$ cat src/rtl/uart_arb_pkg.sv
// rtl/uart_arb_pkg.sv - shared state type and default sizing for the UART TX arbiter
package uart_arb_pkg;

  typedef enum logic [1:0] {
    IDLE,
    LOCKED,
    DRAIN
  } arb_state_t;

  localparam int UART_DATA_WIDTH        = 8;
  localparam int DEFAULT_NUM_REQ        = 4;
  localparam int DEFAULT_MAX_BURST      = 16;
  localparam int DEFAULT_TIMEOUT_CYCLES = 64;

endpackage

$ cat src/rtl/uart_rr_picker.sv
// rtl/uart_rr_picker.sv - combinational round-robin pick, searching upward from rr_ptr+1
module uart_rr_picker #(
  parameter int NUM_REQ = 4,
  localparam int IDX_W  = $clog2(NUM_REQ)
) (
  input  logic [NUM_REQ-1:0] req,
  input  logic [IDX_W-1:0]   rr_ptr,
  output logic [NUM_REQ-1:0] winner,
  output logic [IDX_W-1:0]   winner_idx
);

  logic [IDX_W:0]   sum;
  logic [IDX_W-1:0] cand;
  logic             found;

  // One extra bit on the sum so the wrap works for non-power-of-two NUM_REQ.
  always_comb begin
    winner     = '0;
    winner_idx = '0;
    found      = 1'b0;
    sum        = '0;
    cand       = '0;
    for (int i = 1; i <= NUM_REQ; i++) begin
      sum = {1'b0, rr_ptr} + (IDX_W+1)'(i);
      if (sum >= (IDX_W+1)'(NUM_REQ)) begin
        sum = sum - (IDX_W+1)'(NUM_REQ);
      end
      cand = sum[IDX_W-1:0];
      if (!found && req[cand]) begin
        found        = 1'b1;
        winner[cand] = 1'b1;
        winner_idx   = cand;
      end
    end
  end

endmodule

$ cat src/rtl/uart_tx_arbiter.sv
// rtl/uart_tx_arbiter.sv - round-robin, packet-locked sharing of one UART TX port
module uart_tx_arbiter
  import uart_arb_pkg::*;
#(
  parameter int NUM_REQ        = DEFAULT_NUM_REQ,
  parameter int DATA_WIDTH     = UART_DATA_WIDTH,
  parameter int MAX_BURST      = DEFAULT_MAX_BURST,
  parameter int TIMEOUT_CYCLES = DEFAULT_TIMEOUT_CYCLES
) (
  input  logic                          clock,
  input  logic                          reset,
  input  logic [NUM_REQ-1:0]            req_valid_in,
  input  logic [NUM_REQ*DATA_WIDTH-1:0] req_data_in,
  input  logic [NUM_REQ-1:0]            req_last_in,
  output logic [NUM_REQ-1:0]            req_ready_out,
  output logic                          valid_tx_out,
  output logic [DATA_WIDTH-1:0]         data_tx_out,
  input  logic                          ready_tx_in,
  output logic [NUM_REQ-1:0]            grant_out,
  output logic                          timeout_out
);

  localparam int IDX_W   = $clog2(NUM_REQ);
  localparam int BURST_W = $clog2(MAX_BURST + 1);
  localparam int IDLE_W  = $clog2(TIMEOUT_CYCLES + 1);

  arb_state_t          state;
  logic [IDX_W-1:0]    rr_ptr;
  logic [BURST_W-1:0]  burst_cnt;
  logic [IDLE_W-1:0]   idle_cnt;
  logic [NUM_REQ-1:0]  pick;
  logic [IDX_W-1:0]    pick_idx;
  logic [DATA_WIDTH-1:0] own_data;
  logic                own_valid;
  logic                own_last;
  logic                out_free;
  logic                own_accept;

  uart_rr_picker #(.NUM_REQ(NUM_REQ)) u_picker (
    .req        (req_valid_in),
    .rr_ptr     (rr_ptr),
    .winner     (pick),
    .winner_idx (pick_idx)
  );

  // Output register can take a byte when empty or being drained this cycle.
  assign out_free   = !valid_tx_out || ready_tx_in;
  assign own_valid  = |(req_valid_in & grant_out);
  assign own_last   = |(req_last_in & grant_out);
  assign own_accept = (state == LOCKED) && own_valid && out_free;

  assign req_ready_out = ((state == LOCKED) && out_free) ? grant_out : '0;

  always_comb begin
    own_data = '0;
    for (int i = 0; i < NUM_REQ; i++) begin
      if (grant_out[i]) begin
        own_data = own_data | req_data_in[i*DATA_WIDTH +: DATA_WIDTH];
      end
    end
  end

  always_ff @(posedge clock or posedge reset) begin
    if (reset) begin
      state        <= IDLE;
      rr_ptr       <= IDX_W'(NUM_REQ - 1);
      burst_cnt    <= '0;
      idle_cnt     <= '0;
      grant_out    <= '0;
      valid_tx_out <= 1'b0;
      data_tx_out  <= '0;
      timeout_out  <= 1'b0;
    end else begin
      timeout_out <= 1'b0;

      if (own_accept) begin
        valid_tx_out <= 1'b1;
        data_tx_out  <= own_data;
      end else if (ready_tx_in) begin
        valid_tx_out <= 1'b0;
      end

      case (state)
        IDLE: begin
          if (|req_valid_in) begin
            grant_out <= pick;
            rr_ptr    <= pick_idx;
            burst_cnt <= '0;
            idle_cnt  <= '0;
            state     <= LOCKED;
          end
        end
        LOCKED: begin
          if (own_accept) begin
            burst_cnt <= burst_cnt + BURST_W'(1);
            idle_cnt  <= '0;
            if (own_last || (burst_cnt == BURST_W'(MAX_BURST - 1))) begin
              state <= DRAIN;
            end
          end else if (!own_valid) begin
            // Stalled owner: count up to the limit, then force the release.
            if (idle_cnt == IDLE_W'(TIMEOUT_CYCLES - 1)) begin
              state       <= DRAIN;
              timeout_out <= 1'b1;
            end else begin
              idle_cnt <= idle_cnt + IDLE_W'(1);
            end
          end
        end
        DRAIN: begin
          if (out_free) begin
            grant_out <= '0;
            state     <= IDLE;
          end
        end
        default: state <= IDLE;
      endcase
    end
  end

endmodule

$ cat config.mk
export PLATFORM = sky130hd
export DESIGN_NAME = uart_tx_arbiter
export DESIGN_NICKNAME = d
export VERILOG_FILES = /design/src/rtl/uart_arb_pkg.sv /design/src/rtl/uart_rr_picker.sv /design/src/rtl/uart_tx_arbiter.sv
export SDC_FILE = /design/constraint.sdc
export NUM_CORES = 1
export LEC_CHECK = 0
export CORE_MARGIN = 3
export CORE_UTILIZATION = 50
export CTS_BUF_LIST = sky130_fd_sc_hd__clkbuf_16
export DETAILED_ROUTE_END_ITERATION = 8
export PLACE_DENSITY_LB_ADDON = 0.15
export SLEW_MARGIN = 20
export SYNTH_ARGS = -nofsm -noshare
export SYNTH_HDL_FRONTEND = slang
export SYNTH_HIERARCHICAL = 1
export SYNTH_SLANG_ARGS = --single-unit
$ cat constraint.sdc
create_clock -name clock -period 6.57 [get_ports clock]
set_clock_uncertainty 0.1 [all_clocks]
set_input_delay 1.314 -clock clock [delete_from_list [all_inputs] [get_ports clock]]
set_output_delay 1.314 -clock clock [all_outputs]
set_load 0.005 [all_outputs]
==> results.yml <==
outcome:
  outcome: "finished clean"
pwr:
  netSwitchingFraction_pct: 42.17
  power_total_mw: 1.242
  clock_power_share_pct: 17.3
  static_leakage_nw: 1.241
  internal_power_mw: 0.7185
  total_switching_power_mw: 0.5239
  seq_power_share_pct: 30.3
  worst_ir_drop_vdd_mv: 0.2884
  pwr_density_cell_nw_per_um2: 420.9
  combPwrFrac_pct: 52.5
synthesis:
  synthesis.area_per_instance_um2: 9.454
  synth.cell_area_um2: 2212
  mappedNetlistNets: 288
  synth-seq-area-share_pct: 34.05
  ys_top_cells_by_area: "dfrtp_1 32%, a22oi_1 7.1%, ha_1 6.2%"
  yosys_most_used_dff: "dfrtp_1"
  post_synth_num_cell_types: 59
  synthesis.instances: 234
  synth_largest_area_cell: "dfrtp_1"
  synth.ff_latch_count: 30
  number_of_flops_mapped_to_enable_cells_by_yosys: 0
  synth.yosys.warnings: 6
  postSynth.asyncResetShare_pct: 100.0
  synth.top_cell.area_share_pct: 31.67
min_path:
  holdPathStages: 1
  min_path_type: "reg2reg"
timing:
  final-setup-viol-count: 0
  timing_max_transition_violations_final: 0
  max_freq_mhz: 224.5
  slew-limit-headroom_pct: 42.21
  worst_pin_slew_ns: 0.8641
  setup_ws_ns: 2.115
  final_hold_viols: 0
  finalCritPeriodShare_pct: 67.80
  period_minus_slack_ns: 4.455
  setup_total_negative_slack_ns: 0
  rsz0062_at_grt: "false"
  fin_hold_ws_ns: 0.3775
clock_network:
  post_cts.resized_instances: 0
  cts_htree_levels: 2
  worstSkewPairLatency_ns: 0.27
  tritoncts.num_buffers: 5
  hold_buffers: 0
  clock_tree.buffer_depth: 2
  post-cts-setup-buffers: 0
  cts_root_buffer: "clkbuf_16"
  cts_num_sinks: 30
  cts.clk_slew.worst_paths_ns: 0.05
  cts_tree: "done"
floorplan:
  die_width_um: 72.52
  std_cell_rows: 23
  floorplan.core_area_um2: 4144
  die_h_um: 72.52
  floorplan.initialDensity_pct: 53.38
  die_area_um2: 5258
  pin_count: 61
final_layout:
  stdcell_count: 341
  final_net_count: 344
  layout-drive-gt1-share_pct: 8.935
  final_common_cell: "clkdlybuf4s50_1"
  layout_common_cells: "60 x clkdlybuf4s50_1, 28 x dfrtp_1, 21 x a22oi_1, 21 x nand2_1, 17 x nor2_1"
  post-route-cell-area_um2: 2952
  layout.core_utilization_pct: 71.23
  area_growth_syn_to_layout_pct: 33.43
  diodes: 0
worst_setup_path:
  timing.rr.end: "grant_out[0]$_DFFE_PP0P_"
  crit_path_arrival_time_ns: 3.04
  criticalPathCategory: "in2out"
  worstSetupEndpointType: "primary output"
  critical_path.max_fanout: 6
  reg2reg_depth: 8
  setup.worst_path.start: "ready_tx_in"
  cp-endpoint: "req_ready_out[3]"
  worst_setup_path_start_kind: "primary input"
  register_to_register_setup_slack_ns: 3.83
  r2r-start: "rr_ptr[0]$_DFFE_PP1P_"
  crit_required_ns: 5.16
grt:
  grtUsageTotal_pct: 23.84
  grt_pass1_wl_mm: 9.818
  grt_overflow: 0
  grt_antenna_before_repair: 0
  grt_max_degree: 31
  first_global_vias: 2037
detailed_routing:
  routed_wl_mm: 5.944
  drc: 0
  via_per_inst: 6.106
  dr_total_vias: 2082
  detailedRoute.firstPassIterationCount: 4
  final_antenna_net_count: 0
  routedWlPerCell_um: 17.43
  detailedRoute.firstIterationViolations: 149
placement:
  gp_congestion: 0.8200
  place_area_um2: 2810
  placement.setup.worst_slack_ns: 2.116
  place.port_buffers: 60
  numPlacedInstances: 333
  place_hpwl_mm: 4.125
run:
  max_cap_viols: 0
## power groups by stage
stage	logic, mW	clock network [mW]	registers, mW
2_1_floorplan	0.477	0	0.323
3_3_place_gp	0.623	0	0.374
3_5_place_dp	0.637	0	0.377
4_1_cts	0.650	0.220	0.374
5_1_grt	0.722	0.228	0.391
6_report	0.652	0.215	0.376
## critical path, cell delays in order
cell and delay [ns]:
clkdlybuf4s50_1 0.46, and2b_1 0.26, nor2_1 0.32, and2_1 0.19
clkdlybuf4s50_1 0.50
## area by class of cell
cell class	instances	area, µm²
clock buffer	5	125.1
multi-input combinational	178	1334
timing repair buffer	61	608.1
fill	336	1192
clock inverter	3	16.27
sequential	30	753.2
inverter	14	52.55
tap	50	62.56
## sequential cells by signal (all words and copies together), names as in the netlist
signal and cells:
timeout_out 1, data_tx_out 8, idle_cnt 7, burst_cnt 5
grant_out 4, valid_tx_out 1, rr_ptr 2, state 2
## worst min path at each step
stage / slack (ns) / startpoint / to
2_1_floorplan: 0.34 / burst_cnt[3]$_DFFE_PP0P_ / burst_cnt[3]$_DFFE_PP0P_
3_3_place_gp: 0.36 / burst_cnt[3]$_DFFE_PP0P_ / burst_cnt[3]$_DFFE_PP0P_
3_5_place_dp: 0.37 / idle_cnt[6]$_DFFE_PP0P_ / idle_cnt[6]$_DFFE_PP0P_
4_1_cts: 0.38 / idle_cnt[6]$_DFFE_PP0P_ / idle_cnt[6]$_DFFE_PP0P_
5_1_grt: 0.42 / burst_cnt[3]$_DFFE_PP0P_ / burst_cnt[3]$_DFFE_PP0P_
6_report: 0.38 / idle_cnt[6]$_DFFE_PP0P_ / idle_cnt[6]$_DFFE_PP0P_
## synthesized netlist by cell type (5+ instances only)
master   number
a22oi_1      21
o21ai_1       8
a31oi_1       9
nor2_1       17
and2_1        5
nand3_1       6
ha_1         11
a21oi_1       8
inv_1        13
nand2_1      21
dfrtp_1      28
## per-layer routing
| layer | global-route usage, % | vias up | share of wire (%) |
|---|---|---|---|
| met1 | 30.69 | 979 | 41 |
| met2 | 40.55 | 94 | 50 |
| met3 | 5.402 | 13 | 6.8 |
| met4 | 6.148 | 0 | 1.6 |
| met5 | 0 | - | 0 |
| li1 | - | 996 | - |
## cell families after synthesis
group                    after synthesis  share of synthesized area, %
AO/OA/AOI/OAI                         88                         32.18
XOR/XNOR                               2                        0.7920
adder cells (fa/ha/maj)               11                         6.222
buffers and inverters                 26                         5.656
flip-flops                            30                         34.05
multiplexers                           6                         4.016
AND/OR/NAND/NOR                       71                         17.08
Power figures use the tool's default switching activity.
